[src/rtl/mem_arb_pkg.sv]
// Shared definitions for the unified memory-port arbiter: FSM state encoding,
// requester port IDs and the wait-state counter width.
package mem_arb_pkg;

  localparam int WAIT_W = 4;

  typedef enum logic [1:0] {
    IDLE   = 2'd0,
    ACCESS = 2'd1,
    RESP   = 2'd2
  } arb_state_e;

  localparam logic PORT_CPU = 1'b0;
  localparam logic PORT_LDR = 1'b1;

endpackage

[src/rtl/mem_arb_pick.sv]
// Combinational winner selection between the CPU and loader ports. A tie goes
// to the port that was not granted last.
module mem_arb_pick
  import mem_arb_pkg::*;
(
  input  logic req0_i,
  input  logic req1_i,
  input  logic last_grant_i,
  output logic grant_id_o,
  output logic valid_o
);

  always_comb begin
    // NOTE: every output gets a default first so no latch can be inferred.
    valid_o    = req0_i | req1_i;
    grant_id_o = PORT_CPU;
    if (req0_i && req1_i) begin
      grant_id_o = ~last_grant_i;
    end else if (req1_i) begin
      grant_id_o = PORT_LDR;
    end
  end

endmodule

[src/rtl/mem_port_arbiter.sv]
// Two-port arbiter/sequencer for the core's single memory port (IDLE -> ACCESS
// -> RESP). Define ARB_ROUND_ROBIN_EN for round-robin ties; default is loader priority.
module mem_port_arbiter
  import mem_arb_pkg::*;
#(
  parameter int ADDR_W      = 32,
  parameter int DATA_W      = 32,
  parameter int WAIT_STATES = 1
) (
  input  logic              clk,
  input  logic              rst,
  input  logic              req0,
  input  logic              req1,
  input  logic              we0,
  input  logic              we1,
  input  logic [ADDR_W-1:0] addr0,
  input  logic [ADDR_W-1:0] addr1,
  input  logic [DATA_W-1:0] wdata0,
  input  logic [DATA_W-1:0] wdata1,
  output logic              ack0,
  output logic              ack1,
  output logic [DATA_W-1:0] rdata,
  output logic              mem_re,
  output logic              mem_we,
  output logic [ADDR_W-1:0] mem_addr,
  output logic [DATA_W-1:0] mem_wdata,
  input  logic [DATA_W-1:0] mem_rdata,
  output logic              busy,
  output logic              grant_id
);

  localparam logic [WAIT_W-1:0] WAIT_INIT = WAIT_W'(WAIT_STATES);

  arb_state_e        state_q, state_d;
  logic [WAIT_W-1:0] cnt_q, cnt_d;
  logic              owner_q, owner_d;
  logic              we_q, we_d;
  logic [ADDR_W-1:0] addr_q, addr_d;
  logic [DATA_W-1:0] wdata_q, wdata_d;
  logic [DATA_W-1:0] rdata_q, rdata_d;

  logic last_grant;
  logic pick_id;
  logic pick_valid;

  mem_arb_pick u_pick (
    .req0_i       (req0),
    .req1_i       (req1),
    .last_grant_i (last_grant),
    .grant_id_o   (pick_id),
    .valid_o      (pick_valid)
  );

`ifdef ARB_ROUND_ROBIN_EN
  logic last_q;

  // Resets to the loader so the CPU wins the first tie.
  always_ff @(posedge clk or negedge rst) begin
    if (!rst) begin
      last_q <= PORT_LDR;
    end else if (state_q == IDLE && pick_valid) begin
      last_q <= pick_id;
    end
  end

  assign last_grant = last_q;
`else
  // Pinning the last grant to the CPU makes the loader win every tie.
  assign last_grant = PORT_CPU;
`endif

  always_comb begin
    state_d = state_q;
    cnt_d   = cnt_q;
    owner_d = owner_q;
    we_d    = we_q;
    addr_d  = addr_q;
    wdata_d = wdata_q;
    rdata_d = rdata_q;
    unique case (state_q)
      IDLE: begin
        if (pick_valid) begin
          state_d = ACCESS;
          cnt_d   = WAIT_INIT;
          owner_d = pick_id;
          we_d    = (pick_id == PORT_LDR) ? we1    : we0;
          addr_d  = (pick_id == PORT_LDR) ? addr1  : addr0;
          wdata_d = (pick_id == PORT_LDR) ? wdata1 : wdata0;
        end
      end
      ACCESS: begin
        if (cnt_q == '0) begin
          state_d = RESP;
          if (!we_q) begin
            rdata_d = mem_rdata;
          end
        end else begin
          cnt_d = cnt_q - WAIT_W'(1);
        end
      end
      RESP:    state_d = IDLE;
      default: state_d = IDLE;
    endcase
  end

  // NOTE: sequential state uses non-blocking assignments so all registers
  // update together from pre-edge values.
  // The datapath registers are reset as well: mem_addr, mem_wdata and rdata
  // must read zero straight out of reset.
  always_ff @(posedge clk or negedge rst) begin
    if (!rst) begin
      state_q <= IDLE;
      cnt_q   <= '0;
      owner_q <= PORT_CPU;
      we_q    <= 1'b0;
      addr_q  <= '0;
      wdata_q <= '0;
      rdata_q <= '0;
    end else begin
      state_q <= state_d;
      cnt_q   <= cnt_d;
      owner_q <= owner_d;
      we_q    <= we_d;
      addr_q  <= addr_d;
      wdata_q <= wdata_d;
      rdata_q <= rdata_d;
    end
  end

  // The owner register only moves on IDLE->ACCESS; grant_id reads 0 when idle.
  always_comb begin
    busy     = (state_q != IDLE);
    grant_id = busy & owner_q;
    mem_re   = (state_q == ACCESS) & ~we_q;
    mem_we   = (state_q == ACCESS) & we_q & (cnt_q == '0);
    ack0     = (state_q == RESP) & (owner_q == PORT_CPU);
    ack1     = (state_q == RESP) & (owner_q == PORT_LDR);
  end

  assign mem_addr  = addr_q;
  assign mem_wdata = wdata_q;
  assign rdata     = rdata_q;

endmodule
[config.mk]
export PLATFORM = sky130hd
export DESIGN_NAME = mem_port_arbiter
export DESIGN_NICKNAME = d
export VERILOG_FILES = /design/src/rtl/mem_arb_pkg.sv /design/src/rtl/mem_arb_pick.sv /design/src/rtl/mem_port_arbiter.sv
export SDC_FILE = /design/constraint.sdc
export NUM_CORES = 1
export LEC_CHECK = 0
export BUFFER_PORTS_ARGS = -buffer_cell sky130_fd_sc_hd__buf_2
export CAP_MARGIN = 20
export CELL_PAD_IN_SITES_DETAIL_PLACEMENT = 2
export CELL_PAD_IN_SITES_GLOBAL_PLACEMENT = 2
export CORE_ASPECT_RATIO = 1.2
export CORE_MARGIN = 3
export CORE_UTILIZATION = 28
export CTS_CLUSTER_SIZE = 12
export DETAILED_ROUTE_END_ITERATION = 7
export PLACE_DENSITY_LB_ADDON = 0.1
export SETUP_SLACK_MARGIN = 0.15
export SLEW_MARGIN = 15
export SYNTH_ARGS = -nofsm -noshare
export SYNTH_HDL_FRONTEND = slang
export SYNTH_HIERARCHICAL = 1
export SYNTH_SLANG_ARGS = --single-unit
export TNS_END_PERCENT = 30
[constraint.sdc]
create_clock -name clk -period 3.35 [get_ports clk]
set_input_delay 0.1675 -clock clk [delete_from_list [all_inputs] [get_ports clk]]
set_output_delay 0.1675 -clock clk [all_outputs]
set_load 0.1 [all_outputs]
Word level (Yosys, flattened, before mapping)
Index checks and enable logic that the tools add are counted.
{"block": "totals", "register_bits": 104, "inputBits": 166, "output_inout_bits": 102}
{"block": "classes", "n_addsub": 1, "eq_ne": 5, "mux": 11, "bitwise_logic": 9, "n_reduce_logical": 9}
{"operator": "two-way mux 32 bit", "count": 2}
{"operator": "two-way mux 4 bit", "count": 2}
{"operator": "one-hot mux 4 bit (2 select lines)", "count": 1}
{"operator": "AND 1 bit", "count": 6}
{"operator": "!= test 2 bit, second input constant", "count": 3}
{"operator": "AND reduction 3 bit", "count": 2}
{"operator": "zero test 4 bit", "count": 1}
{"operator": "two-way mux 2 bit", "count": 2}
{"operator": "one-hot mux 2 bit (2 select lines)", "count": 1}
{"operator": "AND reduction 2 bit", "count": 2}
{"operator": "nonzero test 2 bit", "count": 2}
{"operator": "subtractor 4 x 1 -> 4 bit, second input constant", "count": 1}
{"operator": "two-way mux 1 bit", "count": 3}
{"operator": "equality test 2 x 1 -> 1 bit, second input constant", "count": 1}
{"operator": "equality test 2 bit, second input constant", "count": 1}
{"operator": "zero test 2 bit", "count": 1}
{"operator": "NOT 1 bit", "count": 2}
{"operator": "logical AND 1 bit", "count": 1}
{"operator": "bitwise OR 1 bit", "count": 1}

Depth between registers and ports, before layout
{"block": "logic_depth", "depth_word": 3, "mapped_depth": 7}

By module
The synthesis kept the hierarchy.
{"module": "mem_port_arbiter", "n_inst": 1, "cells_per_inst": 394, "area_each_um2": 4693.3, "seq_area_each_um2": 2602.5}
{"module": "mem_arb_pick", "n_inst": 1, "cells_per_inst": 2, "area_each_um2": 13.8, "seq_area_each_um2": 0.0}

Worst setup path before layout
Ideal clock, no wire load.
{"block": "synth_timing", "path_type": "flip-flop to output port", "from": "register state_q[0]", "to": "output port ack0", "t_arrival_ps": 2709, "setup_slack_ps": 474, "path_stages_with_launch": 3, "cell_sequence": "dfrtp_1 -> buf_2 -> nor3b_1"}
{"block": "synth_between", "elab_chain_len": 2}
{"element": "start: declaration", "line": "mem_port_arbiter.sv:34", "text": "arb_state_e state_q, state_d;"}
{"element": "start signal: assignment", "line": "mem_port_arbiter.sv:120", "text": "state_q <= state_d;"}
{"element": "equality test 2 bit", "line": "mem_port_arbiter.sv:136", "text": "ack0 = (state_q == RESP) & (owner_q == PORT_CPU);"}
{"element": "AND 1 bit", "line": "mem_port_arbiter.sv:136"}
{"element": "end: declaration", "line": "mem_port_arbiter.sv:20", "text": "output logic ack0,"}
Every way passes these cells.

Worst setup path after layout
{"block": "layout_timing", "from": "register cnt_q[0]", "to": "register rdata_q[29], in the netlist rdata[29]"}
{"block": "layout_between", "elab_chain_len": 2}
{"element": "start: declaration", "line": "mem_port_arbiter.sv:35", "text": "logic [WAIT_W-1:0] cnt_q, cnt_d;"}
{"element": "start signal: assignment", "line": "mem_port_arbiter.sv:121", "text": "cnt_q <= cnt_d;"}
{"element": "zero test 4 bit", "line": "mem_port_arbiter.sv:92", "text": "if (cnt_q == '0) begin"}
{"element": "AND reduction 3 bit (no line)"}
{"element": "end signal: assignment", "line": "mem_port_arbiter.sv:126", "text": "rdata_q <= rdata_d;"}
{"element": "end: declaration", "line": "mem_port_arbiter.sv:40", "text": "logic [DATA_W-1:0] rdata_q, rdata_d;"}
Every way passes these cells.
A chain may end at the register's enable or synchronous reset.

==> impl_metrics.sql <==
INSERT INTO impl_metrics (metric_group, metric, value, unit) VALUES
('run_status', 'outcome', 'finished, final reports clean', ''),
('route', 'wl_per_cell', '17.50', 'µm'),
('synthesis', 'seq_area_frac_synth', '0.5529', ''),
('clock_tree', 'cts_root_buf', 'clkbuf_16', ''),
('route', 'via_per_inst', '4.538', ''),
('worst_setup_path', 'critPathLaunchType', 'flop', ''),
('grt', 'grt_usage', '0.1639', ''),
('timing', 'min_period', '2.576', 'ns'),
('timing', 'timing.clock.skew', '0.005539', 'ns'),
('route', 'via_total_after_detailed_routing', '3948', ''),
('worst_setup_path', 'timing.critical_path.slowest_cell_delay', '0.87', 'ns'),
('finish', 'n_fill_cell', '1824', ''),
('worst_setup_path', 'path_max_fanout', '32', ''),
('synthesis', 'avgSynthCellArea', '11.89', 'µm²'),
('timing', 'worst_tran_pin_value', '1.035', 'ns'),
('route', 'drcViolationCount', '0', ''),
('worst_setup_path', 'critPathSlowestCell', 'or3_2', ''),
('finish', 'layout.nets', '821', ''),
('clock_tree', 'post_cts_buffers', '0', ''),
('worst_hold_path', 'min_path_type', 'in -> reg', ''),
('floorplanning', 'ios', '268', ''),
('timing', 'final-hold-violation-count', '0', ''),
('timing', 'rsz0062_at_grt', 'false', ''),
('synthesis', 'postSynth.topFlopCell', 'dfrtp_1', ''),
('place', 'detailedPlace.worstSlack', '0.7605', 'ns'),
('floorplanning', 'die_y', '148.0', 'µm'),
('floorplanning', 'num_rows', '51', ''),
('grt', 'first_global_vias', '4370', ''),
('worst_setup_path', 'path_class', 'reg -> reg', ''),
('place', 'gpl.final_weighted_congestion', '0.7530', ''),
('route', 'wl', '15.23', 'mm'),
('timing', 'max_fclk', '388.3', 'MHz'),
('route', 'detail-route-antenna-nets', '0', ''),
('route', 'drtPass1Iterations', '4', ''),
('finish', 'final_common_cell', 'buf_2', ''),
('synthesis', 'postSynthCellCount', '396', ''),
('place', 'portBuffers', '267', ''),
('grt', 'grt_max_degree', '61', ''),
('clock_tree', 'skew_pair_late_insertion_delay', '0.34', 'ns'),
('finish', 'mostFrequentLayoutCells', 'buf_2 (266), dfrtp_1 (104), nand2_1 (67)', ''),
('route', 'met3_wirelength', '1.102', 'mm'),
('place', 'hpwlAfterDp', '12.11', 'mm'),
('grt', 'grt_antenna_before_repair', '0', ''),
('synthesis', 'yosys_warnings', '6', ''),
('synthesis', 'proportion_of_synthesized_flip_flops_having_asynchronous_set_or_reset', '1.000', ''),
('finish', 'area_delta_synth_final', '38.84', '%'),
('timing', 'drv_slew', '0', ''),
('floorplanning', 'die-area', '18410', 'µm²'),
('finish', 'post-route-cell-area', '6535', 'µm²'),
('worst_setup_path', 'critPathArrivalTime', '2.80', 'ns'),
('place', 'postPlaceCellArea', '6202', 'µm²'),
('floorplanning', 'die-width', '124.4', 'µm'),
('timing', 'max_slew_margin', '0.3098', ''),
('flow_run', 'drv.max_cap_violation_count', '0', ''),
('floorplanning', 'core_box_area', '16340', 'µm²'),
('finish', 'layout-drive-gt1-share', '0.4954', ''),
('worst_setup_path', 'critPathRequiredTime', '3.57', 'ns'),
('clock_tree', 'number_of_clock_buffers_inserted_by_tritoncts', '9', ''),
('clock_tree', 'clock_tree_from_tritoncts', 'built', ''),
('finish', 'finalCoreUtilization', '0.4000', ''),
('worst_setup_path', 'worstPathCellList', 'inv_1, ha_1, or3b_4, or3_2, mux2_4', ''),
('synthesis', 'mapped_cell_area', '4707', 'µm²'),
('route', 'drt-met1-wl', '6.217', 'mm'),
('synthesis', 'ffs_latches_synth', '104', ''),
('timing', 'setup_viol', '0', ''),
('worst_setup_path', 'crit_family', 'simple AND/OR/NAND/NOR gates', ''),
('synthesis', 'synth-edff-count', '0', ''),
('route', 'wl_met2', '7.662', 'mm'),
('worst_setup_path', 'worst-path-buf-inv', '1', ''),
('worst_setup_path', 'kind_of_capture_point_of_the_worst_setup_path', 'flop', ''),
('route', 'maxUsedRoutingLayer', 'met4', '');
[flip-flops by register name, summed over array words and instances (netlist names)]
signal / count
owner_q: 1
mem_addr: 32
we_q: 1
cnt_q: 4
mem_wdata: 32
state_q: 2
rdata: 32
[logic make-up after synthesis]
logic type               synth area share
flip-flops                         0.5529
multiplexers                       0.2411
AND/OR/NAND/NOR                   0.08587
AO/OA/AOI/OAI                     0.07656
buffers and inverters             0.03748
adder cells (fa/ha/maj)          0.005315
other                           0.0007967
[worst register-to-register path, stage by stage (launching register included)]
cell	delay, ns
dfrtp_1	0.41
inv_1	0.11
ha_1	0.20
or3b_4	0.40
or3_2	0.87
mux2_4	0.47
[synthesized netlist by cell type (2+ instances only)]
library cell / instances / area (µm²)
inv_1: 2 / 7.510
clkbuf_1: 14 / 52.55
mux2i_1: 65 / 650.6
ha_1: 2 / 25.02
nand3_1: 6 / 30.03
mux2_4: 30 / 450.4
or3_1: 3 / 18.77
buf_1: 4 / 15.01
nor3b_1: 2 / 15.01
nor2_1: 2 / 7.510
buf_2: 6 / 30.03
o21ai_0: 66 / 330.3
dfrtp_1: 104 / 2603
mux2_2: 3 / 33.78
buf_12: 3 / 60.06
nand2_1: 67 / 251.5
[path summary, 6_finish.rpt]
kind,startpoint,end,slack [ns],cells after the start
worst max-delay path,cnt_q[0]$_DFFE_PN0P_,rdata[29]$_DFFE_PN0P_,0.77,5
max in group asynchronous,rst,mem_wdata[0]$_DFFE_PN0P_,2.16,3
worst min-delay path,mem_rdata[18],rdata[18]$_DFFE_PN0P_,0.06,2
min in group asynchronous,rst,rdata[16]$_DFFE_PN0P_,0.33,2
worst min register to register,mem_addr[12]$_DFFE_PN0P_,mem_addr[12]$_DFFE_PN0P_,0.48,2
worst max register to register,cnt_q[0]$_DFFE_PN0P_,rdata[29]$_DFFE_PN0P_,0.77,5
[per-stage QoR]
step | hold slack, ns | cells
final | 0.05596 | 870
after global routing | 0.04042 | 870
after CTS | 0.03681 | 870
after detailed placement | 0.1790 | 853
after global placement | 0.1757 | 853
after floorplan | -0.1281 | 396
[metal layers]
metal  vias to the layer above  global-route usage
met1                      1892              0.1923
met5                         -                   0
met4                         0             0.05373
li1                       1870                   -
met2                       170              0.2846
met3                        16             0.05276
[area by class of cell]
class	instances	area [µm²]	area share
flip-flops and latches	104	2603	0.3982
multi-input cells	262	1943	0.2973
repair buffers	274	1394	0.2133
inverters	2	7.507	0.001149
clock inverters	5	80.08	0.01225
clock buffers	11	242.7	0.03714
well taps	212	265.3	0.04059
Power is not shown: default switching activity piles up to over one toggle a cycle in this logic, so the estimate is an artifact.
